--- src/rtl/clip_pkg.sv ---
// Shared types and constants for the line-segment clip controller:
// vertex layout, FSM state encoding and the clip-plane coefficient table.
package clip_pkg;

  localparam int COMP_W      = 20;
  localparam int NUM_PLANES  = 6;
  localparam int PLANE_IDX_W = 3;

  typedef logic signed [COMP_W-1:0] comp_t;

  typedef struct packed {
    comp_t x;
    comp_t y;
    comp_t z;
    comp_t w;
  } vec4_t;

  typedef enum logic [2:0] {
    ST_IDLE  = 3'd0,
    ST_TEST  = 3'd1,
    ST_ISSUE = 3'd2,
    ST_WAIT  = 3'd3,
    ST_OUT   = 3'd4
  } state_t;

  // Coefficients are only ever -1, 0 or +1, so two signed bits each.
  typedef struct packed {
    logic signed [1:0] a;
    logic signed [1:0] b;
    logic signed [1:0] c;
    logic signed [1:0] d;
  } plane_coef_t;

  localparam plane_coef_t PLANE_W_ONLY = '{a: 2'sd0, b: 2'sd0, c: 2'sd0, d: 2'sd1};

  localparam plane_coef_t PLANE_TAB [NUM_PLANES] = '{
    '{a:  2'sd1, b:  2'sd0, c:  2'sd0, d: 2'sd1},
    '{a: -2'sd1, b:  2'sd0, c:  2'sd0, d: 2'sd1},
    '{a:  2'sd0, b:  2'sd1, c:  2'sd0, d: 2'sd1},
    '{a:  2'sd0, b: -2'sd1, c:  2'sd0, d: 2'sd1},
    '{a:  2'sd0, b:  2'sd0, c:  2'sd1, d: 2'sd1},
    '{a:  2'sd0, b:  2'sd0, c: -2'sd1, d: 2'sd1}
  };

  function automatic plane_coef_t plane_coef(input logic [PLANE_IDX_W-1:0] idx);
    plane_coef_t c;
    c = PLANE_W_ONLY;
    if (int'(idx) < NUM_PLANES) c = PLANE_TAB[idx];
    return c;
  endfunction

endpackage

--- src/rtl/clip_plane_dist.sv ---
// Signed distance of both segment endpoints to one clip plane, plus
// inside flags (distance >= 0). Purely combinational.
module clip_plane_dist
  import clip_pkg::*;
#(
  parameter int WIDTH = COMP_W
) (
  input  logic [PLANE_IDX_W-1:0] plane_idx_i,
  input  logic [4*WIDTH-1:0]     v1_i,
  input  logic [4*WIDTH-1:0]     v2_i,
  output logic signed [WIDTH:0]  d1_o,
  output logic signed [WIDTH:0]  d2_o,
  output logic                   in1_o,
  output logic                   in2_o
);

  plane_coef_t coef;

  // One extra bit of headroom: at most two non-zero terms are summed.
  function automatic logic signed [WIDTH:0] plane_dist(
    input logic [4*WIDTH-1:0] v,
    input plane_coef_t        c
  );
    logic [7:0]            c_bits;
    logic [WIDTH-1:0]      comp;
    logic signed [WIDTH:0] comp_x;
    logic signed [WIDTH:0] acc;
    c_bits = c;
    acc    = '0;
    for (int i = 0; i < 4; i++) begin
      comp   = v[(3-i)*WIDTH +: WIDTH];
      comp_x = {comp[WIDTH-1], comp};
      case (c_bits[(3-i)*2 +: 2])
        2'b01:   acc = acc + comp_x;
        2'b11:   acc = acc - comp_x;
        default: acc = acc;
      endcase
    end
    return acc;
  endfunction

  always_comb begin
    coef  = plane_coef(plane_idx_i);
    d1_o  = plane_dist(v1_i, coef);
    d2_o  = plane_dist(v2_i, coef);
    in1_o = (d1_o >= 0);
    in2_o = (d2_o >= 0);
  end

endmodule

--- src/rtl/clip_line_ctrl.sv ---
// Segment clip controller: tests one plane per cycle and hands crossing edges to an
// external intersection unit. CLIP_ZPLANES_EN enables the two z planes (default: x/y only).
//
// state    | meaning
// ---------+-----------------------------------------------------------
// ST_IDLE  | ready for a new segment
// ST_TEST  | classify both endpoints against plane plane_q
// ST_ISSUE | one-cycle start pulse to the intersection unit
// ST_WAIT  | operands held until the intersection point returns
// ST_OUT   | result presented until accepted
module clip_line_ctrl
  import clip_pkg::*;
#(
  parameter int WIDTH = COMP_W
) (
  input  logic               clk_i,
  input  logic               rst_ni,
  input  logic               in_valid_i,
  output logic               in_ready_o,
  input  logic [4*WIDTH-1:0] in_v1_i,
  input  logic [4*WIDTH-1:0] in_v2_i,
  output logic               out_valid_o,
  input  logic               out_ready_i,
  output logic [4*WIDTH-1:0] out_v1_o,
  output logic [4*WIDTH-1:0] out_v2_o,
  output logic               out_reject_o,
  output logic               isect_start_o,
  output logic [4*WIDTH-1:0] isect_v1_o,
  output logic [4*WIDTH-1:0] isect_v2_o,
  output logic [4*WIDTH-1:0] isect_plane_o,
  input  logic               isect_done_i,
  input  logic [4*WIDTH-1:0] isect_p_i
);

`ifdef CLIP_ZPLANES_EN
  localparam int ACTIVE_PLANES = NUM_PLANES;
`else
  localparam int ACTIVE_PLANES = 4;
`endif
  localparam logic [PLANE_IDX_W-1:0] LAST_PLANE = PLANE_IDX_W'(ACTIVE_PLANES - 1);

  state_t                   state_q, state_d;
  logic [4*WIDTH-1:0]       v1_q, v1_d;
  logic [4*WIDTH-1:0]       v2_q, v2_d;
  logic [PLANE_IDX_W-1:0]   plane_q, plane_d;
  logic                     reject_q, reject_d;

  logic signed [WIDTH:0]    d1, d2;
  logic                     in1, in2;
  logic                     last_plane;
  plane_coef_t              cur_coef;
  logic [4*WIDTH-1:0]       cur_plane;

  clip_plane_dist #(
    .WIDTH (WIDTH)
  ) u_dist (
    .plane_idx_i (plane_q),
    .v1_i        (v1_q),
    .v2_i        (v2_q),
    .d1_o        (d1),
    .d2_o        (d2),
    .in1_o       (in1),
    .in2_o       (in2)
  );

  // Unit coefficient expressed in 12.8 fixed point.
  function automatic logic [WIDTH-1:0] coef_fx(input logic signed [1:0] k);
    return {{(WIDTH-10){k[1]}}, k, 8'h00};
  endfunction

  always_comb begin
    cur_coef   = plane_coef(plane_q);
    cur_plane  = {coef_fx(cur_coef.a), coef_fx(cur_coef.b),
                  coef_fx(cur_coef.c), coef_fx(cur_coef.d)};
    last_plane = (plane_q == LAST_PLANE);
  end

  always_ff @(posedge clk_i or negedge rst_ni) begin
    if (!rst_ni) begin
      state_q  <= ST_IDLE;
      v1_q     <= '0;
      v2_q     <= '0;
      plane_q  <= '0;
      reject_q <= 1'b0;
    end else begin
      state_q  <= state_d;
      v1_q     <= v1_d;
      v2_q     <= v2_d;
      plane_q  <= plane_d;
      reject_q <= reject_d;
    end
  end

  always_comb begin
    state_d       = state_q;
    v1_d          = v1_q;
    v2_d          = v2_q;
    plane_d       = plane_q;
    reject_d      = reject_q;
    in_ready_o    = 1'b0;
    out_valid_o   = 1'b0;
    isect_start_o = 1'b0;
    isect_v1_o    = '0;
    isect_v2_o    = '0;
    isect_plane_o = '0;

    case (state_q)
      ST_IDLE: begin
        in_ready_o = 1'b1;
        if (in_valid_i) begin
          v1_d     = in_v1_i;
          v2_d     = in_v2_i;
          plane_d  = '0;
          reject_d = 1'b0;
          state_d  = ST_TEST;
        end
      end

      ST_TEST: begin
        if (in1 && in2) begin
          if (last_plane) begin
            state_d = ST_OUT;
          end else begin
            plane_d = plane_q + 1'b1;
            state_d = ST_TEST;
          end
        end else if (!in1 && !in2) begin
          reject_d = 1'b1;
          state_d  = ST_OUT;
        end else begin
          state_d = ST_ISSUE;
        end
      end

      ST_ISSUE: begin
        isect_start_o = 1'b1;
        isect_v1_o    = v1_q;
        isect_v2_o    = v2_q;
        isect_plane_o = cur_plane;
        state_d       = ST_WAIT;
      end

      ST_WAIT: begin
        isect_v1_o    = v1_q;
        isect_v2_o    = v2_q;
        isect_plane_o = cur_plane;
        if (isect_done_i) begin
          // Vertices are unchanged since TEST, so the distances still mark the outside end.
          if (d1 < 0) begin
            v1_d = isect_p_i;
          end else if (d2 < 0) begin
            v2_d = isect_p_i;
          end
          if (last_plane) begin
            state_d = ST_OUT;
          end else begin
            plane_d = plane_q + 1'b1;
            state_d = ST_TEST;
          end
        end
      end

      ST_OUT: begin
        out_valid_o = 1'b1;
        if (out_ready_i) state_d = ST_IDLE;
      end

      default: state_d = ST_IDLE;
    endcase
  end

  assign out_v1_o     = v1_q;
  assign out_v2_o     = v2_q;
  assign out_reject_o = reject_q;

endmodule

--- config.mk ---
export PLATFORM = sky130hd
export DESIGN_NAME = clip_line_ctrl
export DESIGN_NICKNAME = d
export VERILOG_FILES = /design/src/rtl/clip_pkg.sv /design/src/rtl/clip_plane_dist.sv /design/src/rtl/clip_line_ctrl.sv
export SDC_FILE = /design/constraint.sdc
export NUM_CORES = 1
export LEC_CHECK = 0
export CAP_MARGIN = 20
export CORE_UTILIZATION = 30
export DETAILED_ROUTE_END_ITERATION = 7
export PLACE_DENSITY = 0.64
export RECOVER_POWER = 50
export SYNTH_ARGS = -nofsm -noshare
export SYNTH_HDL_FRONTEND = slang
export SYNTH_SLANG_ARGS = --single-unit
--- constraint.sdc ---
create_clock -name clk_i -period 8.9 [get_ports clk_i]
set_input_delay 0.89 -clock clk_i [delete_from_list [all_inputs] [get_ports clk_i]]
set_output_delay 0.89 -clock clk_i [all_outputs]
set_load 0.01 [all_outputs]
* Word-level counts from Yosys, hierarchy flattened
Memories as Yosys holds them, arrays and structs flattened.
Cells that the tools add are included.
** Storage, ports and cells
- Bits in registers :: 167
- Bits in read-only memories :: 64
- Bits of input ports :: 245
- Word-level logic and storage cells :: 106
- Memories :: 1
** Memory list
- (no name shown) :: depth 8, bits a word 8, read ports 1, clocked after Yosys merged registers in 0, write ports 0, RTL line clip_pkg.sv:48 : if (int'(idx) < NUM_PLANES) c = PLANE_TAB[idx];
** Cells by class
- Add/sub/neg operators :: 15
- $lt $le $gt $ge :: 6
- Eq/ne operators :: 22
- Muxes and demuxes :: 42
- Bitwise gates (word level) :: 1
- Reductions and logical operators :: 14
** Operator list (count)
- 80-bit 2-to-1 mux :: 10
- 21-bit case mux with 2 select lines :: 8
- 80-bit case mux with 2 select lines :: 2
- 21-bit by 20-bit adder with 21-bit output :: 6
- 21-bit by 20-bit subtractor with 21-bit output :: 6
- 21-bit by 1-bit greater-or-equal comparator with 1-bit output (second input constant) :: 2
- 21-bit by 1-bit < comparator with 1-bit output (second input constant) :: 2
- 1-bit by 20-bit subtractor with 21-bit output (first input constant) :: 2
- 3-bit 2-to-1 mux :: 10
- 8-bit 2-to-1 mux :: 3
- 2-bit != test (second input constant) :: 9
- 3-bit case mux with 5 select lines :: 1
- 4-bit AND reduction :: 3
- 3-bit by 2-bit == test with 1-bit output (second input constant) :: 3
- 3-bit case mux with 3 select lines :: 1
- 2-bit by 1-bit == test with 1-bit output (second input constant) :: 4
- 2-bit == test (second input constant) :: 4
- 1-bit 2-to-1 mux :: 6
- 5-bit AND reduction :: 1
- 4-bit greater-or-equal comparator (second input constant) :: 1
- 3-bit NOT with 4-bit output :: 1
- 2-bit nonzero test :: 2
- 3-bit by 1-bit adder with 3-bit output (second input constant) :: 1
- 3-bit by 1-bit == test with 1-bit output (second input constant) :: 1
- other kinds (9) :: 11

* Depth between registers and ports, before layout
- Word-level depth :: 19
- Depth in mapped cells :: 52
- Depth with buffers taken out :: 48

* By module
A second synthesis with hierarchy kept.
** Second synthesis, totals
- Cells, all modules :: 2447
- Area total of the unflattened synthesis :: 18564.1 um^2
** Modules (own cells, without submodules)
- clip_line_ctrl :: times used 1, cells an instance 1110, area each 9296.4 um^2, sequential area each 4179.0 um^2
- clip_plane_dist :: times used 1, cells an instance 1337, area each 9267.6 um^2, sequential area each 0.0 um^2

* Worst setup path before layout
No wires, ideal clock.
- Path type :: flip-flop to flip-flop
- From :: register plane_q[2]
- To :: register plane_q[0]
- Arrival :: 8.904 ns
- Required time :: 8.782 ns
- Path slack :: -0.122 ns
- Stages on the path, launching flop included :: 50
- Path buffers :: 5
- Period minus slack after synthesis :: 9.022 ns
- Cells stage by stage :: dfrtp_1 > clkbuf_1 > inv_1 > ha_1 > and3b_1 > buf_2 > buf_1 > clkbuf_1 > buf_1 > nor2_1 > xnor2_1 > ha_1 > o21ai_0 > a211oi_1 > o211ai_1 > o211ai_1 > a221o_1 > a21o_1 > [14 not listed] > and4_1 > a221oi_1 > o2111ai_1 > nand2_1 > xnor2_1 > xnor2_1 > nor3_1 > mux2_2 > nor2_1 > inv_1 > ha_1 > nor2_1 > nor2_1 > mux2i_1 > o22ai_1 > nand2b_1 > nor3_1 > a21o_1
** On the way
- Longest elaborated chain between the ends :: 17
** RTL lines
- from (decl) :: RTL line clip_line_ctrl.sv:45 : logic [PLANE_IDX_W-1:0] plane_q, plane_d;
- from (signal assigned) :: RTL line clip_line_ctrl.sv:89 : plane_q <= plane_d;
- 3-bit NOT with 4-bit output (not written as such) :: RTL line clip_pkg.sv:48
- memory 8 x 8 bit
- 8-bit 2-to-1 mux (not written as such) (2 in series) :: RTL line clip_pkg.sv:48
- 8-bit 2-to-1 mux :: RTL line clip_pkg.sv:48
- 2-bit == test or 2-bit by 1-bit == test with 1-bit output (tied branches) :: RTL line clip_plane_dist.sv:33 : case (c_bits[(3-i)*2 +: 2])
- 21-bit case mux with 2 select lines :: RTL line clip_plane_dist.sv:33
- 21-bit by 20-bit subtractor with 21-bit output or 21-bit by 20-bit adder with 21-bit output (tied branches) :: RTL line clip_plane_dist.sv:35, clip_plane_dist.sv:34
- 21-bit case mux with 2 select lines :: RTL line clip_plane_dist.sv:33
- 21-bit by 20-bit subtractor with 21-bit output or 21-bit by 20-bit adder with 21-bit output (tied branches) :: RTL line clip_plane_dist.sv:35, clip_plane_dist.sv:34
- 21-bit case mux with 2 select lines :: RTL line clip_plane_dist.sv:33
- 21-bit by 20-bit subtractor with 21-bit output or 21-bit by 20-bit adder with 21-bit output (tied branches) :: RTL line clip_plane_dist.sv:35, clip_plane_dist.sv:34
- 21-bit case mux with 2 select lines :: RTL line clip_plane_dist.sv:33
- 21-bit by 1-bit greater-or-equal comparator with 1-bit output (on tied branches) :: RTL line clip_plane_dist.sv:46, clip_plane_dist.sv:47
- 1-bit logical AND :: RTL line clip_line_ctrl.sv:120 : if (in1 && in2) begin
- 2-bit != test (no source line)
- 4-bit AND reduction (no source line)
Several ways; a longest one is shown, not always the timed one. The select of a mux whose other input is x is not followed.
A chain may end at the register's enable or synchronous reset.

* Worst setup path in the final report
- From :: register plane_q[0]
- To :: register v2_q[30], in the netlist out_v2_o[30]
** On the way
- Longest elaborated chain between the ends :: 16
** RTL lines
- 3-bit NOT with 4-bit output (not written as such) :: RTL line clip_pkg.sv:48
- memory 8 x 8 bit
- 8-bit 2-to-1 mux (not written as such) (2 in series) :: RTL line clip_pkg.sv:48
- 8-bit 2-to-1 mux * :: RTL line clip_pkg.sv:48
- 2-bit == test or 2-bit by 1-bit == test with 1-bit output (tied branches) :: RTL line clip_plane_dist.sv:33
- 21-bit case mux with 2 select lines :: RTL line clip_plane_dist.sv:33
- 21-bit by 20-bit subtractor with 21-bit output or 21-bit by 20-bit adder with 21-bit output (tied branches) :: RTL line clip_plane_dist.sv:35, clip_plane_dist.sv:34
- 21-bit case mux with 2 select lines :: RTL line clip_plane_dist.sv:33
- 21-bit by 20-bit subtractor with 21-bit output or 21-bit by 20-bit adder with 21-bit output (tied branches) :: RTL line clip_plane_dist.sv:35, clip_plane_dist.sv:34
- 21-bit case mux with 2 select lines :: RTL line clip_plane_dist.sv:33
- 21-bit by 20-bit subtractor with 21-bit output or 21-bit by 20-bit adder with 21-bit output (tied branches) :: RTL line clip_plane_dist.sv:35, clip_plane_dist.sv:34
- 21-bit case mux with 2 select lines :: RTL line clip_plane_dist.sv:33
- 21-bit by 1-bit < comparator with 1-bit output (on tied branches) :: RTL line clip_line_ctrl.sv:151, clip_line_ctrl.sv:149
- 2-bit != test (no source line)
- 5-bit AND reduction (no source line) *
- to (signal assigned) :: RTL line clip_line_ctrl.sv:88 : v2_q <= v2_d;
- to (decl) :: RTL line clip_line_ctrl.sv:44 : logic [4*WIDTH-1:0] v2_q, v2_d;
Every way passes the cells marked *; elsewhere a longest branch is shown, timed or not. The select of a mux whose other input is x is not followed.

==> results.md <==
- Vias: 20923
- EDFF count, synth: 0
- WS Path Type: reg2reg
- Synthesis-to-finish area growth: 40.09%
- Mapped Cells: 2447
- Most used flip-flop cell after synthesis: dfrtp_1
- Post-synthesis sequential area ratio: 0.2152
- Post-synthesis simple-gate area fraction: 0.2205
- Failing checks: capacitance limit, slew limit
- Initial antenna violation count: 2
- Compound-gate portion of the synthesized area: 0.3013
- Initial DRC count: between 1500 and 2000
- Wire per inst: 23.23 um
- Maxcap violations: 4
- Post-synth top area cell: dfrtp_1
- Total Routing Usage GR: 0.2639
- Inst Count DP: 3800
- Sink Count: ~170
- I/O Buffers: 605
- TritonCTS buffer count: 17
- Tcrit/Tclk final: 0.9460
- Fin Clk Skew: 20.49 ps
- Routability cong.: 0.9753
- Yosys cell types: 84
- Async SR Flop Fraction: 1.000
- Core Box Area: 63540 um^2
- Die ar.: 65750 um^2
- Fin. max-slew vios: 200
- XOR/XNOR Fraction of Synth Area: 0.09600
- Worst EP arrival: 8780 ps
- Final #Nets: 3354
- Synth warn: 0
- Largest net degree at the start of global routing: 85
- Mux cell area share after synthesis: 0.009278
- Layout Cells excl Fill: 3842
- Antenna viol nets, final: 0
- Die W: 256.4 um
- Seq cells post-synth: 167
- Rel. slew slack: -1.340
- Post-Route WL: 89240 um
- Tightest Hold Check Type: reg2reg
- Combinational family with the most area after synthesis: compound AO/OA/AOI/OAI gates
- Final instance area: 27200 um^2
- CP endpoint kind: flip-flop
- Slowest stage cell on the critical path: o41a_1
- Syn_area_per_cell: between 7 and 8 um^2
- CP Data Required Time: a little over 9000 ps
- Post-DP HPWL: 69120 um
- Placed Area: roughly 26000 um^2
- Most used cell, CP: xnor2_1
- Final setup violation count: 0
- CTS tree: done
- Crit start category: flip-flop
- Peak fanout along the critical path: 29
- Top-area cell type share of the netlist area: 0.2152
- Count of boundary I/O pins: 649
- Adder-Cell Fraction of Synth Area: 0.08498
- Most common cell after layout, fill and taps aside: clkdlybuf4s50_1
- Remaining global-route overflow: 0
- Slew @ Worst Pin: 3510 ps
- H-tree levels: 4
- Commonest cells after routing, fill and taps aside: clkdlybuf4s50_1, nand2_1, nor2_1
- CTS Buffer Depth: 2
- Vias in the first global route: 19411
- Min cycle time layout: about 8400 ps
- Layout cells sized above 1: 0.09583
- Status: complete, but fails checks
- DRT Pass-1 Iters: 6
- Die Ht: 256.4 um
- Max Clk Rate: 0.1188 GHz
- Clk Latency, worst-skew pair: 500 ps
- Cell Area, Synth: 19420 um^2
- DRC viols: 0
- Root buffer cell: clkbuf_16
- Drt via density: 5.446
- Slowest cell delay on critical path: 490 ps
- FP Rows: 92
- Synth area leaders: dfrtp_1, ha_1, nand2_1
- Setup TNS: 0 ps
- Worst-path clk slew: approximately 70 ps
- Starting Density: 0.3056
- First-pass GRT wire length: 130600 um
- Final hold vios: 0
==> registers in the layout (all words and copies together), names as in the netlist <==
signal,cells
out_v1_o,80
out_v2_o,80
state_q,3
plane_q,3
out_reject_o,1
==> logic make-up (layout without fill, tap and decap cells) <==
kind of cell	count (synthesis)	in the layout
and+or+nand+nor	899	899
AOI/OAI and AO/OA	732	732
buffers and inverters	289	795
xor gates and xnor gates	212	212
DFF	167	167
adders and majority gates	130	130
muxes	17	17
other	1	44
==> worst max-delay path: cells and delay by family (launching register included) <==
family,cells,cell delay (ps)
AO/OA/AOI/OAI,19,4050
XOR/XNOR,5,640
adder cells (fa/ha/maj),5,1290
buffers and inverters,2,370
flip-flops,1,440
multiplexers,1,310
AND/OR/NAND/NOR,8,1120
==> final cells by class <==
| class | count | area (um^2) |
|---|---|---|
| Antenna cell | 1 | 2.502 |
| Clock buffer | 17 | 425.4 |
| Clock inverter | 15 | 135.1 |
| Fill cell | 6419 | 36340 |
| Inverter | 50 | 190.2 |
| Multi-Input combinational cell | 2033 | 14230 |
| Sequential cell | 167 | 4184 |
| Tap cell | 846 | 1059 |
| Timing Repair Buffer | 713 | 6974 |
==> path summary, 6_finish.rpt <==
check	start	end	slack (ps)	cells past startpoint
worst max-delay path	plane_q[0]$_DFFE_PN0P_	out_v2_o[30]$_DFFE_PN0P_	480	40
worst min-delay path	plane_q[0]$_DFFE_PN0P_	plane_q[0]$_DFFE_PN0P_	560	1
worst max register to register	plane_q[0]$_DFFE_PN0P_	out_v2_o[30]$_DFFE_PN0P_	480	40
worst min register to register	plane_q[0]$_DFFE_PN0P_	plane_q[0]$_DFFE_PN0P_	560	1
max in group asynchronous	rst_ni	plane_q[0]$_DFFE_PN0P_	2700	2
min in group asynchronous	rst_ni	out_v1_o[53]$_DFFE_PN0P_	1430	1
==> Yosys cell counts (50+ instances only) <==
cell and instances:
a22o_1 69, a2bb2oi_2 70, xor2_1 82, a21oi_1 112
dfrtp_1 167, nor2_1 191, a221o_1 84, nor3_1 50
and2_1 150, nand2_1 340, o22ai_1 100, ha_1 123
a21o_1 61, xnor2_1 129, clkbuf_1 129, buf_4 81
o21ai_0 72
==> metrics by stage <==
stage | hold WS [ps] | utilization | worst slack [ps]
after floorplan | 496.9 | - | 58.95
after global placement | 552.7 | 0.4152 | 272.4
after detailed placement | 561.0 | 0.4152 | 142.5
after CTS | 329.3 | 0.4240 | 83.93
after global routing | 574.2 | 0.4281 | -85.79
final | 556.5 | 0.4281 | 480.7
==> metal layers <==
metal / wire, um / global-route usage
met2: 41420 / 0.4285
met1: 40190 / 0.3589
met3: 5189 / 0.04043
met5: 0 / 0
met4: 2448 / 0.07837
==> timing repair <==
action,in CTS,in global routing
endpoints found under the setup margin,0,167
buffers inserted,0,8
hold buffers,0,0
resized for setup,0,50
Power is not shown: default switching activity piles up to over one toggle a cycle in this logic, so the estimate is an artifact.
